$ cat config.mk
export PLATFORM = sky130hd
export DESIGN_NAME = cpu_oam_dma
export DESIGN_NICKNAME = d
export VERILOG_FILES = /design/src/rtl/cpu_oam_dma.sv
export SDC_FILE = /design/constraint.sdc
export NUM_CORES = 1
export LEC_CHECK = 0
export BUFFER_PORTS_ARGS = -buffer_cell sky130_fd_sc_hd__buf_2
export CAP_MARGIN = 20
export CORE_MARGIN = 5
export CORE_UTILIZATION = 44
export CTS_BUF_LIST = sky130_fd_sc_hd__clkbuf_8 sky130_fd_sc_hd__clkbuf_16
export DETAILED_ROUTE_END_ITERATION = 6
export PLACE_DENSITY = 0.79
export SLEW_MARGIN = 20
export SYNTH_ARGS = -nofsm -noshare
export SYNTH_HDL_FRONTEND = slang
export SYNTH_SLANG_ARGS = --single-unit
export TNS_END_PERCENT = 5
$ cat constraint.sdc
create_clock -name clock -period 2.2 [get_ports clock]
set_input_delay 0.11 -clock clock [delete_from_list [all_inputs] [get_ports clock]]
set_output_delay 0.11 -clock clock [all_outputs]
set_load 0.02 [all_outputs]
$ cat src/rtl/cpu_oam_dma.sv
// Sprite DMA: a CPU write to TRIGGER_ADDR stalls the CPU and copies XFER_LEN bytes from {page,idx} to DEST_ADDR.
// Latency: 1 halt cycle (+1 align cycle with CPU_OAM_DMA_ALIGN_EN) then read/write pairs; outputs combinational from state.
// Backpressure: clock_en=0 freezes all state; dma_active tells the bus mux to stall the CPU.
module cpu_oam_dma #(
    parameter logic [15:0] TRIGGER_ADDR = 16'h4014,
    parameter logic [15:0] DEST_ADDR    = 16'h2004,
    parameter int          XFER_LEN     = 256
) (
    input  logic        clock,
    input  logic        reset_n,
    input  logic        clock_en,
    input  logic [15:0] cpu_addr,
    input  logic        cpu_r_en,
    input  logic [7:0]  cpu_w_data,
    input  logic [7:0]  mem_r_data,
    output logic        dma_active,
    output logic [15:0] dma_addr,
    output logic        dma_r_en,
    output logic [7:0]  dma_w_data,
    output logic        dma_done
);

    localparam logic [7:0] LAST_IDX = 8'(XFER_LEN - 1);

    typedef enum logic [2:0] {
        S_IDLE,
        S_HALT,
        S_ALIGN,
        S_READ,
        S_WRITE
    } state_t;

    state_t     state;
    logic [7:0] page;
    logic [7:0] idx;
`ifdef CPU_OAM_DMA_ALIGN_EN
    logic       parity;
`endif

    always_ff @(posedge clock or negedge reset_n) begin
        if (!reset_n) begin
            state  <= S_IDLE;
            page   <= 8'h00;
            idx    <= 8'h00;
`ifdef CPU_OAM_DMA_ALIGN_EN
            parity <= 1'b0;
`endif
        end else if (clock_en) begin
`ifdef CPU_OAM_DMA_ALIGN_EN
            parity <= ~parity;
`endif
            case (state)
                S_IDLE: begin
                    if (!cpu_r_en && cpu_addr == TRIGGER_ADDR) begin
                        page  <= cpu_w_data;
                        idx   <= 8'h00;
                        state <= S_HALT;
                    end
                end
                S_HALT: begin
`ifdef CPU_OAM_DMA_ALIGN_EN
                    // An extra dummy cycle keeps the first real read on an even cycle
                    state <= parity ? S_READ : S_ALIGN;
`else
                    state <= S_READ;
`endif
                end
                S_ALIGN: state <= S_READ;
                S_READ:  state <= S_WRITE;
                S_WRITE: begin
                    if (idx == LAST_IDX) begin
                        state <= S_IDLE;
                    end else begin
                        idx   <= idx + 8'd1;
                        state <= S_READ;
                    end
                end
                default: state <= S_IDLE;
            endcase
        end
    end

    always_comb begin
        dma_active = 1'b0;
        dma_addr   = 16'h0000;
        dma_r_en   = 1'b1;
        dma_w_data = 8'h00;
        dma_done   = 1'b0;
        case (state)
            S_HALT, S_ALIGN: begin
                dma_active = 1'b1;
                dma_addr   = {page, 8'h00};
            end
            S_READ: begin
                dma_active = 1'b1;
                dma_addr   = {page, idx};
            end
            S_WRITE: begin
                dma_active = 1'b1;
                dma_r_en   = 1'b0;
                dma_addr   = DEST_ADDR;
                dma_w_data = mem_r_data;
                dma_done   = (idx == LAST_IDX);
            end
            default: ;
        endcase
    end

endmodule

==> flow_summary.toml <==
[critical_path]
critPathArrivalTime_ns = 1.87
crit_type = "flip-flop to primary output"
endpoint_kind = "primary output"
reg2reg_slack_ns = 0.38
path_max_fanout = 6
cp-start-kind = "flip-flop"
cp_data_required_time_ns = 2.09

[power]
power_mw = 1.41
p_per_area_mw_per_mm2 = 891
leakagePower_nw = 0.837
peakVddDrop_v = 0.000689

[synthesis]
synth.top_cells.by_area = "dfrtp_1 41%, and2_1 13%, mux2_2 7.7%, nand2_1 5.1%, nor2_1 3.8%"
yosysMostFrequentCell = "and2_1"
ys_seq_elements = 19
async_flop_share_pct = 100
netlist_area_sq_mm = 0.00117
synth_top_area_cell = "dfrtp_1"
yosys.area.top_type_share_pct = 40.5
avgSynthCellArea_sq_um = 9.03
yosysWarnings = 0
synth_cells = 130
synth_flop_cell = "dfrtp_1"
yosysSeqAreaShare_pct = 40.5
syn_nets = 167
synth_edf_count = 0
synth_common_cells = "24 x and2_1, 19 x dfrtp_1, 16 x nand2_1, 12 x nor2_1, 8 x mux2_2"
yosysUniqueCellTypes = 32

[cts]
cts-root-buf = "clkbuf_8"
cts_sinks = 19
insertion_delay_ns = 0.26
cts_inserted_buffers = 3
htree_levels = 1
cts_tree = "done"
cts_buffer_depth = 2
clkTransAtPathRegs_ns = 0.07

[timing]
timing.final.crit_share_pct = 89.8
fmax_ghz = 0.506
skew_ns = 0.000845
rsz0062_at_grt = "no"
hold_violations = 0
setup-violations-final = 0
tns_ns = 0
worstMarginPinSlew_ns = 0.433
slew_violations = 0
whs_ns = 0.0804
fin_crit_ns = 1.98
slew_headroom_pct = 71.1

[floorplan]
design.core.area_sq_mm = 0.00252
initial_core_util_pct = 46.5
fp.dieH_um = 61.6
io_pins = 63
dieArea_sq_mm = 0.00380
die_w_um = 61.6
fp-row-count = 18

[placement]
place_congestion = 0.823
dpl-instance-area_sq_mm = 0.00153
portBuffers = 62
dp.cells = 220
hpwlAfterDp_um = 2400

[grt]
grt_max_degree = 20
grt_pass1_wl_um = 5220
grt-ovfl-total = 0
grt_antenna_before_repair = 0
grtUsageTotal_pct = 18.0
grt_pass1_vias = 1251

[layout]
final-instance-count-excl-fill = 225
diodes = 0
nets = 233
n_fill_cell = 242
design_area_sq_mm = 0.00158
layout-drive-gt1-share_pct = 42.6
syn2layout_area_growth_pct = 34.9

[routing]
remaining_drc_errors = 0
routed_wl_um = 3110
wl_per_cell_um = 13.8
final_antenna_net_count = 0
drt-pass1-iter-count = 4
drt_iter0_drc = 38
viasPerCell = 5.34
num_vias = 1201

[flow_run]
cap_violations = 0

[worst_hold_path]
min_path_type = "input port to flip-flop"

[status]
status = "finished clean"
-- cells by family after synthesis --
group,share of synthesized area (%)
simple gates,31.2
compound gates,13.3
flops,40.5
buf+inv,3.73
mux,9.38
xor+xnor,0.746
fa+ha+maj,1.07
-- power breakdown --
group	leakage [nW]	internal [mW]	switching, mW
sequential	0.251	0.414	0.113
clock	0.0255	0.126	0.120
combinational	0.561	0.247	0.392
-- cells in the final DEF, fill, tap and decap left out, drive strengths merged, types with 3 or more instances in the layout --
master	netlist	layout
buf	3	67
and2	24	24
dfrtp	19	19
nand2	16	16
nor2	12	12
mux2	8	8
a21oi	6	6
o21ai	5	5
a31oi	5	5
inv	3	3
nor3	3	3
clkbuf	4	3
-- state kept, by name (all words and copies together) (netlist names) --
| name | flops |
|---|---|
| idx | 8 |
| state | 3 |
| page | 8 |
-- final timing paths --
check	from	end	cells after the start
worst max-delay path	idx[0]	dma_done	6
worst min-delay path	cpu_w_data[4]	page[4]	2
worst max register to register	state[1]	idx[3]	5
worst min register to register	page[6]	page[6]	1
max in group asynchronous	reset_n	idx[6]	2
min in group asynchronous	reset_n	page[6]	2
-- metrics by stage --
stage,utilization [%],setup slack [ns]
floorplan,-,0.266
global placement,60.5,0.205
detailed placement,60.5,0.159
CTS,62.7,0.228
global route,62.7,0.0412
finish,62.7,0.224
-- area by class of cell --
| class | instances | area, sq um | share of cell area [%] |
|---|---|---|---|
| Tap cell | 30 | 37.5 | 2.37 |
| Sequential cell | 19 | 475 | 30.0 |
| Inverter | 3 | 11.3 | 0.711 |
| Multi-Input combinational cell | 101 | 654 | 41.3 |
| Clock inverter | 1 | 5.00 | 0.316 |
| Timing Repair Buffer | 68 | 358 | 22.6 |
| Clock buffer | 3 | 41.3 | 2.61 |
-- metal layers --
layer / routed length, um / track usage [%]
met4: 30 / 2.42
met1: 1200 / 20.0
met3: 293 / 5.24
met5: 0 / 0
met2: 1590 / 34.4
-- worst max-delay path, stage by stage, from the launching register on --
cell     delay (ns)
dfrtp_1        0.41
ha_1           0.22
nand3_1        0.21
nor3_1         0.31
buf_4          0.18
and2_1         0.12
buf_2          0.16
-- what timing repair did --
item,CTS,global route
hold buffers,1,0
gates resized for setup,0,0
buffers inserted,0,0
hold endpoints to repair,19,0
Note: power is estimated with default switching activity, not from simulation.
